`src/rtl/val_stream_mul_if.sv`:
```
`default_nettype none
// ============================================================================
// Module   : val_stream_mul_if
// Purpose  : Valid/ready bundle for the two value inputs and the product output.
// Revision : 1.0
// ============================================================================
interface val_stream_mul_if #(
    parameter int DATA_W = 16
);
    logic [DATA_W:0] a_in;
    logic            a_in_valid;
    logic            a_in_ready;
    logic [DATA_W:0] b_in;
    logic            b_in_valid;
    logic            b_in_ready;
    logic [DATA_W:0] data_out;
    logic            data_out_valid;
    logic            data_out_ready;

    // Upstream producers and downstream consumer.
    modport master (
        output a_in, a_in_valid,
        input  a_in_ready,
        output b_in, b_in_valid,
        input  b_in_ready,
        input  data_out, data_out_valid,
        output data_out_ready
    );

    // The multiply stage itself.
    modport slave (
        input  a_in, a_in_valid,
        output a_in_ready,
        input  b_in, b_in_valid,
        output b_in_ready,
        output data_out, data_out_valid,
        input  data_out_ready
    );
endinterface
`default_nettype wire

```
`src/rtl/val_stream_mul.sv`:
```
`default_nettype none
// ============================================================================
// Module   : val_stream_mul
// Purpose  : Joins two aligned value streams, multiplies data pairs and passes
//            stop/done tokens through a 2-stage valid/ready pipeline.
// Revision : 1.0
// ============================================================================
module val_stream_mul #(
    parameter int                DATA_W    = 16,
    parameter logic [DATA_W-1:0] DONE_CODE = 16'h0100
) (
    input  wire logic       clk,
    input  wire logic       rst,
    input  wire logic       clk_en,
    input  wire logic       flush,
    input  wire logic       tile_en,
    val_stream_mul_if.slave sif,
    output logic            align_err
);

    typedef enum logic [0:0] {
        ST_RUN  = 1'b0,
        ST_DONE = 1'b1
    } state_t;

    state_t            r_state;
    state_t            w_state_nxt;

    logic              r_s1_valid;
    logic [DATA_W:0]   r_s1_a;
    logic [DATA_W:0]   r_s1_b;
    logic              r_s2_valid;
    logic [DATA_W:0]   r_s2_word;
    logic              r_align_err;

    logic              w_s1_adv;
    logic              w_s2_adv;
    logic              w_accept;
    logic              w_join;
    logic              w_in_done;
    logic              w_pair_ok;
    logic [DATA_W-1:0] w_prod;
    logic [DATA_W:0]   w_result;

    function automatic logic f_is_done(input logic [DATA_W:0] w);
        return w[DATA_W] && (w[DATA_W-1:0] == DONE_CODE);
    endfunction

    function automatic logic f_is_stop(input logic [DATA_W:0] w);
        return w[DATA_W] && !f_is_done(w);
    endfunction

    // A pair is aligned when both sides carry the same kind of word
    // and, for stop tokens, the same level.
    function automatic logic f_pair_ok(input logic [DATA_W:0] a, input logic [DATA_W:0] b);
        logic ok;
        ok = 1'b0;
        if (!a[DATA_W] && !b[DATA_W]) begin
            ok = 1'b1;
        end else if (f_is_done(a) && f_is_done(b)) begin
            ok = 1'b1;
        end else if (f_is_stop(a) && f_is_stop(b) && (a[7:0] == b[7:0])) begin
            ok = 1'b1;
        end
        return ok;
    endfunction

    // ------------------------------------------------------------------
    // Handshake: a pair is taken only when both sides are valid together
    // ------------------------------------------------------------------
    assign w_s2_adv = !r_s2_valid || sif.data_out_ready;
    assign w_s1_adv = !r_s1_valid || w_s2_adv;
    assign w_accept = (r_state == ST_RUN) && tile_en && clk_en && !flush && !rst && w_s1_adv;

    assign sif.a_in_ready = w_accept && sif.b_in_valid;
    assign sif.b_in_ready = w_accept && sif.a_in_valid;
    assign w_join         = sif.a_in_ready && sif.a_in_valid;

    assign w_in_done = f_is_done(sif.a_in) || f_is_done(sif.b_in);
    assign w_pair_ok = f_pair_ok(sif.a_in, sif.b_in);

    assign sif.data_out       = r_s2_word;
    assign sif.data_out_valid = r_s2_valid && tile_en;
    assign align_err          = r_align_err;

    // ------------------------------------------------------------------
    // Result formation for the pair held in stage 1
    // ------------------------------------------------------------------
    always_comb begin
        w_prod   = r_s1_a[DATA_W-1:0] * r_s1_b[DATA_W-1:0];
        w_result = r_s1_a;
        if (!r_s1_a[DATA_W] && !r_s1_b[DATA_W]) begin
            w_result = {1'b0, w_prod};
        end else if (f_is_done(r_s1_a) && f_is_done(r_s1_b)) begin
            w_result = {1'b1, DONE_CODE};
        end
    end

    // ------------------------------------------------------------------
    // Control FSM: any joined pair carrying a done token ends the run
    // ------------------------------------------------------------------
    always_comb begin
        w_state_nxt = r_state;
        if (flush) begin
            w_state_nxt = ST_RUN;
        end else if (w_join && w_in_done) begin
            w_state_nxt = ST_DONE;
        end
    end

    always_ff @(posedge clk or posedge rst) begin
        if (rst) begin
            r_state <= ST_RUN;
        end else if (clk_en) begin
            r_state <= w_state_nxt;
        end
    end

    // ------------------------------------------------------------------
    // Pipeline stages; tile_en=0 freezes them without losing contents
    // ------------------------------------------------------------------
    always_ff @(posedge clk or posedge rst) begin
        if (rst) begin
            r_s1_valid  <= 1'b0;
            r_s1_a      <= '0;
            r_s1_b      <= '0;
            r_s2_valid  <= 1'b0;
            r_s2_word   <= '0;
            r_align_err <= 1'b0;
        end else if (clk_en) begin
            if (flush) begin
                r_s1_valid  <= 1'b0;
                r_s2_valid  <= 1'b0;
                r_align_err <= 1'b0;
            end else if (tile_en) begin
                if (w_s1_adv) begin
                    r_s1_valid <= w_join;
                    if (w_join) begin
                        r_s1_a <= sif.a_in;
                        r_s1_b <= sif.b_in;
                    end
                end
                if (w_s2_adv) begin
                    r_s2_valid <= r_s1_valid;
                    if (r_s1_valid) begin
                        r_s2_word <= w_result;
                    end
                end
                if (w_join && !w_pair_ok) begin
                    r_align_err <= 1'b1;
                end
            end
        end
    end

endmodule
`default_nettype wire
```
`src/flat_wrapper.sv`:
```
// flat-port wrapper written by rule: the top's interface ports become plain ports
module val_stream_mul_flat 
#(
    parameter int                DATA_W    = 16,
    parameter logic [DATA_W-1:0] DONE_CODE = 16'h0100
)
  (clk, rst, clk_en, flush, tile_en, align_err, sif_a_in, sif_a_in_valid, sif_a_in_ready, sif_b_in, sif_b_in_valid, sif_b_in_ready, sif_data_out, sif_data_out_valid, sif_data_out_ready);
  val_stream_mul_if #(.DATA_W(DATA_W)) sif_i ();
  input  wire logic clk;
  input  wire logic rst;
  input  wire logic clk_en;
  input  wire logic flush;
  input  wire logic tile_en;
  output logic align_err;
  input wire logic [$bits(sif_i.a_in)-1:0] sif_a_in;
  input wire logic [$bits(sif_i.a_in_valid)-1:0] sif_a_in_valid;
  output wire logic [$bits(sif_i.a_in_ready)-1:0] sif_a_in_ready;
  input wire logic [$bits(sif_i.b_in)-1:0] sif_b_in;
  input wire logic [$bits(sif_i.b_in_valid)-1:0] sif_b_in_valid;
  output wire logic [$bits(sif_i.b_in_ready)-1:0] sif_b_in_ready;
  output wire logic [$bits(sif_i.data_out)-1:0] sif_data_out;
  output wire logic [$bits(sif_i.data_out_valid)-1:0] sif_data_out_valid;
  input wire logic [$bits(sif_i.data_out_ready)-1:0] sif_data_out_ready;
  assign sif_i.a_in = sif_a_in;
  assign sif_i.a_in_valid = sif_a_in_valid;
  assign sif_a_in_ready = sif_i.a_in_ready;
  assign sif_i.b_in = sif_b_in;
  assign sif_i.b_in_valid = sif_b_in_valid;
  assign sif_b_in_ready = sif_i.b_in_ready;
  assign sif_data_out = sif_i.data_out;
  assign sif_data_out_valid = sif_i.data_out_valid;
  assign sif_i.data_out_ready = sif_data_out_ready;
  val_stream_mul #(.DATA_W(DATA_W), .DONE_CODE(DONE_CODE)) u_core (.clk(clk), .rst(rst), .clk_en(clk_en), .flush(flush), .tile_en(tile_en), .sif(sif_i), .align_err(align_err));
endmodule
```
`config.mk`:
```
export PLATFORM = sky130hd
export DESIGN_NAME = val_stream_mul_flat
export DESIGN_NICKNAME = d
export VERILOG_FILES = /design/src/rtl/val_stream_mul_if.sv /design/src/rtl/val_stream_mul.sv /design/src/flat_wrapper.sv
export SDC_FILE = /design/constraint.sdc
export NUM_CORES = 1
export LEC_CHECK = 0
export ABC_AREA = 1
export CELL_PAD_IN_SITES_DETAIL_PLACEMENT = 1
export CELL_PAD_IN_SITES_GLOBAL_PLACEMENT = 1
export CORE_ASPECT_RATIO = 0.75
export CORE_MARGIN = 4
export CORE_UTILIZATION = 44
export DETAILED_ROUTE_END_ITERATION = 6
export MAX_ROUTING_LAYER = met4
export PLACE_DENSITY = 0.87
export SLEW_MARGIN = 20
export SYNTH_ARGS = -nofsm -noshare
export SYNTH_HDL_FRONTEND = slang
export SYNTH_SLANG_ARGS = --single-unit
export TNS_END_PERCENT = 50
```
`constraint.sdc`:
```
create_clock -name clk -period 5.5 [get_ports clk]
set_input_delay 1.375 -clock clk [delete_from_list [all_inputs] [get_ports clk]]
set_output_delay 1.375 -clock clk [all_outputs]
set_load 0.05 [all_outputs]
```
# ---- Word level (Yosys, flattened, before mapping)
# Cells that the tools add are included.
dict set report word_totals {
  output_inout_bits 21
  register_bits 55
  inputBits 42
  wordCells 79
}
dict set report op_classes {
  mux 16
  bitwise_logic 2
  mul 1
  n_eq_ne 5
  reduce_logical 48
}
# cell n
set op_table {}
lappend op_table {{$eq 16x9->1 const B} 4}
lappend op_table {{$mux 17} 2}
lappend op_table {{$logic_and 1x1->1} 23}
lappend op_table {{$mul 16x16->16} 1}
lappend op_table {{$mux 1} 14}
lappend op_table {{$logic_not 1->1} 11}
lappend op_table {{$reduce_and 5->1} 2}
lappend op_table {{$reduce_bool 2->1} 5}
lappend op_table {{$reduce_and 3->1} 3}
lappend op_table {{$eq 8x8->1} 1}
lappend op_table {{$logic_or 1x1->1} 3}
lappend op_table {{$not 1->1} 2}
lappend op_table {{$reduce_and 2->1} 1}

# ---- Longest topological paths before layout
# Gate-level depths: netlist (run 1).
dict set report depth {
  word_depth 14
  depth_mapped 30
}

# ---- Worst setup path before layout (run 1)
# No wires, ideal clock.
dict set report synth_path {
  kind {reg2reg}
  from {reg u_core.r_s1_b[1]}
  to {reg u_core.r_s2_word[14] (netlist: u_core.sif.data_out[14])}
  stages_incl_launch_ff 21
  arrival_time_ns 4.928
  path_buffers 2
  path_slack_ns 0.455
  cell_sequence {dfrtp_1 buf_4 clkbuf_1 nand2_1 fa_1 fa_1 fa_1 fa_1 inv_1 fa_1 inv_1 fa_1 inv_1 ha_1 a21oi_1 nand2_1 a21boi_0 xor2_1 nand2_1 nand2_1 nand2_1}
}
dict set report synth_via {
  elab_chain_len 5
  elab_cells_between_ends 6
}
# item line_no
set synth_lines {}
lappend synth_lines {{start: declaration} val_stream_mul.sv:31} ;# logic [DATA_W:0] r_s1_b;
lappend synth_lines {{start signal: assignment} val_stream_mul.sv:140} ;# r_s1_b <= sif.b_in;
lappend synth_lines {{parallel branches: the longest is 4 deep, another holds $mul 16x16->16} n/a}
lappend synth_lines {{$mux 17 (*)} val_stream_mul.sv:92} ;# if (!r_s1_a[DATA_W] && !r_s1_b[DATA_W]) begin
lappend synth_lines {{end signal: assignment} val_stream_mul.sv:146} ;# r_s2_word <= w_result;
lappend synth_lines {{end: declaration} val_stream_mul.sv:33} ;# logic [DATA_W:0] r_s2_word;
# Every way passes the cells marked *.
# A chain may end at the register's enable or synchronous reset.

# ---- Worst setup path in the final report (run 1)
dict set report layout_path {
  from {reg u_core.r_s1_a[3]}
  to {reg u_core.r_s2_word[14] (netlist: u_core.sif.data_out[14])}
}
dict set report layout_via {
  elab_chain_len 5
  elab_cells_between_ends 6
}
# item line_no
set layout_lines {}
lappend layout_lines {{start: declaration} val_stream_mul.sv:30} ;# logic [DATA_W:0] r_s1_a;
lappend layout_lines {{start signal: assignment} val_stream_mul.sv:139} ;# r_s1_a <= sif.a_in;
lappend layout_lines {{parallel branches: the longest is 4 deep, another holds $mul 16x16->16} n/a}
lappend layout_lines {{$mux 17 (*)} val_stream_mul.sv:92}
# Marks and branches as above.

==> load_flow_metrics.sql, run 1 <==
INSERT INTO impl_metrics (metric_group, metric, value, unit) VALUES
('status', 'run_status', 'completed', ''),
('clocking', 'cts_root_buffer', 'sky130_fd_sc_hd__clkbuf_16', ''),
('synth', 'fraction_of_the_mapped_netlist_area_in_compound_gates', '6.52', '%'),
('clocking', 'cts_max_level', '2', ''),
('synth', 'syn_area', '6920', 'um^2'),
('synth', 'synth_simple_gate_area_share', '23.2', '%'),
('floorplanning', 'design.core.area', '15300', 'um^2'),
('placement', 'dp_hpwl', '18400', 'um'),
('placement', 'portBuffers', '62', ''),
('timing', 'maxClockFrequency', '191', 'MHz'),
('synth', 'largest_family_of_logic_cells_by_synthesized_area', 'adder cells', ''),
('clocking', 'cts-hold-fix-buffers', '0', ''),
('final_layout', 'antenna_diode_count', '0', ''),
('floorplanning', 'die_width', '153', 'um'),
('worst_setup_path', 'worst_path_largest_cell_delay', '0.55', 'ns'),
('clocking', 'clock_tree_from_tritoncts', 'done', ''),
('timing', 'slew_violations', '0', ''),
('drt', 'drc', '0', ''),
('global_routing', 'antenna_found_initial', '0', ''),
('drt', 'avgRoutedWirePerCell', '18.1', 'um'),
('placement', 'gp_congestion', '0.892', ''),
('timing', 'fin_crit_sh', '95.2', '%'),
('floorplanning', 'floorplan.initialDensity', '45.2', '%'),
('worst_setup_path', 'criticalPathCategory', 'reg -> reg', ''),
('timing', 'hold-worst-slack', '0.488', 'ns'),
('worst_setup_path', 'critical_path_arrival', '5.43', 'ns'),
('synth', 'synth_sequential_area_ratio', '19.9', '%'),
('synth', 'synthAdderAreaFrac', '32.0', '%'),
('floorplanning', 'io-pin-count', '63', ''),
('worst_setup_path', 'buffering_stage_count_on_the_worst_path_with_inverters_included', '5', ''),
('worst_setup_path', 'slowest_stage', 'sky130_fd_sc_hd__fa_1', ''),
('global_routing', 'grt_first_pass_wirelength', '35400', 'um'),
('drt', 'violation_count_after_the_first_detailed_routing_iteration', '441', ''),
('drt', 'ant_nets', '0', ''),
('clocking', 'clk_pin_slew_worst_paths', '0.08', 'ns'),
('worst_setup_path', 'cp_max_fo', '8', ''),
('timing', 'setup_slack', '0.263', 'ns'),
('clocking', 'clkSinkCount', '55', ''),
('synth', 'synth.distinct_cells', '35', ''),
('synth', 'synth_cells', '967', ''),
('drt', 'dr_vias', '6314', ''),
('timing', 'finalSetupViolations', '0', ''),
('worst_setup_path', 'cp-start-kind', 'flip-flop', ''),
('timing', 'slew_headroom', '50.1', '%'),
('drt', 'vias_per_cell', '5.15', ''),
('floorplanning', 'die_area', '17800', 'um^2'),
('synth', 'synth_area_per_cell', '7.16', 'um^2'),
('timing', 'hold_viol_final', '0', ''),
('synth', 'post_synth_xor_area_fraction', '1.52', '%'),
('timing', 'worst_slew_pin_slew', '0.749', 'ns'),
('synth', 'ys_warn_count', '0', ''),
('floorplanning', 'die_height', '117', 'um'),
('worst_setup_path', 'worst_path_dominant_cell_family', 'adder cells', ''),
('worst_setup_path', 'critical-path-top-cell-by-count', 'sky130_fd_sc_hd__nand2_1', ''),
('clocking', 'cts-buffers-inserted', '5', ''),
('worst_setup_path', 'timing.critical_path.cells', 'nand2_1, inv_1, fa_1, inv_1, fa_1, inv_1, ha_1, fa_1, fa_1, inv_1, fa_1, inv_1, ha_1, nand2_1, nor3_1, nand2_1, o211ai_1, nand3_1, nand2_1, a21boi_0, xor2_1, nand2_1, nand2_1, nand2_1', ''),
('drt', 'detail_route.first_pass.iterations', '5', ''),
('global_routing', 'grt.overflow.total', '0', ''),
('global_routing', 'grt_pass1_vias', '6758', ''),
('clocking', 'ctsLongestPathBuffers', '2', ''),
('floorplanning', 'placement_rows', '39', ''),
('drt', 'drt_wl_total', '22200', 'um'),
('synth', 'post_synth_mux_area_share', '0', '%'),
('run', 'max-cap-violations', '0', ''),
('timing', 'min_period', '5.24', 'ns'),
('final_layout', 'layout.filler_cells', '2009', ''),
('final_layout', 'synthToLayoutAreaGrowth', '14.9', '%'),
('clocking', 'worst_skew_pair.late_latency', '0.30', 'ns'),
('synth', 'syn-num-nets', '1138', ''),
('global_routing', 'pin_count_of_the_biggest_net_entering_global_routing', '47', ''),
('global_routing', 'grt_usage', '26.1', '%'),
('timing', 'final.setup_skew', '0.00982', 'ns'),
('min_path', 'hold_class', 'reg -> reg', ''),
('final_layout', 'design.final.nets', '1190', ''),
('final_layout', 'share_of_post_route_cells_with_drive_strength_above_1', '5.39', '%'),
('worst_setup_path', 'cp_data_required_time', '5.69', 'ns'),
('placement', 'post-place-ws', '0.234', 'ns'),
('synth', 'synthesized_flop_and_latch_total', '55', ''),
('worst_setup_path', 'kind_of_end_point_of_the_critical_path', 'flip-flop', '');
## layer usage
layer  share of wire [%]  vias to the layer above  GRT usage, %  wire, um
li1                    -                     2947             -         -
met1                  47                     3130          36.0     10300
met2                  46                      211          42.9     10100
met3                 6.3                       26          2.74      1400
met4                 1.3                        0          4.51       297
met5                   0                        -             -         0
## synthesized netlist by cell type
cell	number	area share, %
sky130_fd_sc_hd__nand2_1	304	16
sky130_fd_sc_hd__inv_1	252	14
sky130_fd_sc_hd__fa_1	80	23
sky130_fd_sc_hd__dfrtp_1	55	20
sky130_fd_sc_hd__ha_1	49	8.9
sky130_fd_sc_hd__nand3_1	34	2.5
sky130_fd_sc_hd__o21ai_0	30	2.2
sky130_fd_sc_hd__nor2_1	23	1.2
sky130_fd_sc_hd__a21oi_1	22	1.6
sky130_fd_sc_hd__clkbuf_1	18	0.98
sky130_fd_sc_hd__buf_2	15	1.1
sky130_fd_sc_hd__nor4_1	9	0.81
sky130_fd_sc_hd__o21ai_1	9	0.65
sky130_fd_sc_hd__buf_4	8	0.87
sky130_fd_sc_hd__xor2_1	8	1.0
sky130_fd_sc_hd__nand4_1	6	0.54
sky130_fd_sc_hd__a2bb2oi_1	5	0.63
sky130_fd_sc_hd__nor3_1	5	0.36
sky130_fd_sc_hd__nand2_2	4	0.36
sky130_fd_sc_hd__o211ai_1	4	0.43
sky130_fd_sc_hd__xnor2_1	4	0.51
sky130_fd_sc_hd__inv_2	3	0.16
sky130_fd_sc_hd__nand3b_1	3	0.33
sky130_fd_sc_hd__o22ai_1	3	0.27
sky130_fd_sc_hd__clkinv_1	2	0.11
sky130_fd_sc_hd__o21a_1	2	0.22
sky130_fd_sc_hd__or2_1	2	0.18
sky130_fd_sc_hd__a21boi_0	1	0.11
sky130_fd_sc_hd__a31o_1	1	0.13
sky130_fd_sc_hd__a31oi_1	1	0.090
sky130_fd_sc_hd__nand3_2	1	0.14
sky130_fd_sc_hd__nor2_4	1	0.16
sky130_fd_sc_hd__nor3_2	1	0.14
sky130_fd_sc_hd__o21bai_1	1	0.11
sky130_fd_sc_hd__o221ai_1	1	0.13
## path summary, 6_finish.rpt
| kind | slack (ns) | start | endpoint | cells after the start |
|---|---|---|---|---|
| max in group asynchronous | 3.21 | rst | u_core.r_s1_a[4] | 3 |
| min in group asynchronous | 1.43 | rst | u_core.sif.data_out[1] | 2 |
| worst max-delay path | 0.26 | u_core.r_s1_a[3] | u_core.sif.data_out[14] | 24 |
| worst min-delay path | 0.49 | u_core.sif.data_out[16] | u_core.sif.data_out[16] | 2 |
| worst min register to register | 0.49 | u_core.sif.data_out[16] | u_core.sif.data_out[16] | 2 |
| worst max register to register | 0.26 | u_core.r_s1_a[3] | u_core.sif.data_out[14] | 24 |
## area by class of cell
cell class	count	area, um^2	share of cell area, %
Inverter	257	965	12.1
Sequential cell	55	1390	17.5
Tap cell	205	256	3.22
Timing Repair Buffer	86	801	10.1
Multi-Input combinational cell	614	4390	55.2
Clock inverter	3	26.3	0.330
Clock buffer	5	125	1.57
## cells in the final DEF (no fill, tap or decap)
cell type,instances
sky130_fd_sc_hd__nor3_2,1
sky130_fd_sc_hd__a31oi_1,1
sky130_fd_sc_hd__a21boi_0,1
sky130_fd_sc_hd__nand3_1,34
sky130_fd_sc_hd__o22ai_1,3
sky130_fd_sc_hd__a21oi_1,22
sky130_fd_sc_hd__a2bb2oi_1,5
sky130_fd_sc_hd__dfrtp_2,11
sky130_fd_sc_hd__buf_4,24
sky130_fd_sc_hd__o211ai_1,4
sky130_fd_sc_hd__clkdlybuf4s50_1,62
sky130_fd_sc_hd__xnor2_1,4
sky130_fd_sc_hd__nand4_1,6
sky130_fd_sc_hd__o221ai_1,1
sky130_fd_sc_hd__nor3_1,5
sky130_fd_sc_hd__o21ai_1,9
sky130_fd_sc_hd__clkinv_1,2
sky130_fd_sc_hd__inv_2,4
sky130_fd_sc_hd__a31o_1,1
sky130_fd_sc_hd__o21bai_1,1
sky130_fd_sc_hd__dfrtp_1,44
sky130_fd_sc_hd__ha_4,1
sky130_fd_sc_hd__or2_1,2
sky130_fd_sc_hd__inv_1,251
sky130_fd_sc_hd__nor4_1,9
sky130_fd_sc_hd__nand3_2,1
sky130_fd_sc_hd__clkbuf_16,5
sky130_fd_sc_hd__fa_1,80
sky130_fd_sc_hd__inv_6,3
sky130_fd_sc_hd__o21ai_0,30
sky130_fd_sc_hd__nand2_2,4
sky130_fd_sc_hd__nand2_1,304
sky130_fd_sc_hd__xor2_1,8
sky130_fd_sc_hd__nor2_4,1
sky130_fd_sc_hd__nand3b_1,3
sky130_fd_sc_hd__nor2_1,23
sky130_fd_sc_hd__ha_1,48
sky130_fd_sc_hd__o21a_1,2
## stage by stage
step | instances | setup TNS (ns) | cell area [um^2] | utilization [%]
after floorplan | 967 | 0 | 6920 | -
after global placement | 1213 | 0 | 7750 | 50.6
after detailed placement | 1213 | 0 | 7750 | 50.6
after CTS | 1221 | 0 | 7900 | 51.6
after global routing | 1225 | -0.0397 | 7960 | 51.9
final | 1225 | 0 | 7960 | 51.9
## state kept, by name, indices dropped and copies added, names as in the netlist
register             flops
u_core.sif.data_out     17
u_core.r_state           1
u_core.r_s2_valid        1
u_core.align_err         1
u_core.r_s1_valid        1
u_core.r_s1_b           17
u_core.r_s1_a           17
## cells by family (layout without fill, tap and decap cells)
| group | after synthesis | in the layout |
|---|---|---|
| xor gates and xnor gates | 12 | 12 |
| AOI/OAI and AO/OA | 80 | 80 |
| adders and majority gates | 129 | 129 |
| buffers and inverters | 298 | 351 |
| DFF | 55 | 55 |
| and+or+nand+nor | 393 | 393 |
## tightest hold or removal path: cells and delay by family, from the launching register on
family / cells / cell delay (ns)
flops: 1 / 0.35
simple gates: 2 / 0.10
## repair_timing
action | 4_1_cts | 5_1_grt
setup buffers | 0 | 4
resized for setup | 0 | 12
setup endpoints to repair | 0 | 4
Power of run 1 is not shown: default switching activity piles up to over one toggle a cycle in this logic, so the estimate is an artifact.
==> inputs of run 2 (changes only) <==
CAP_MARGIN = 20   (was unset)
==> results of run 2 <==
The final DEF is identical to that of run 1; final timing and power are the same.
Power of run 2 is left out for the same reason.
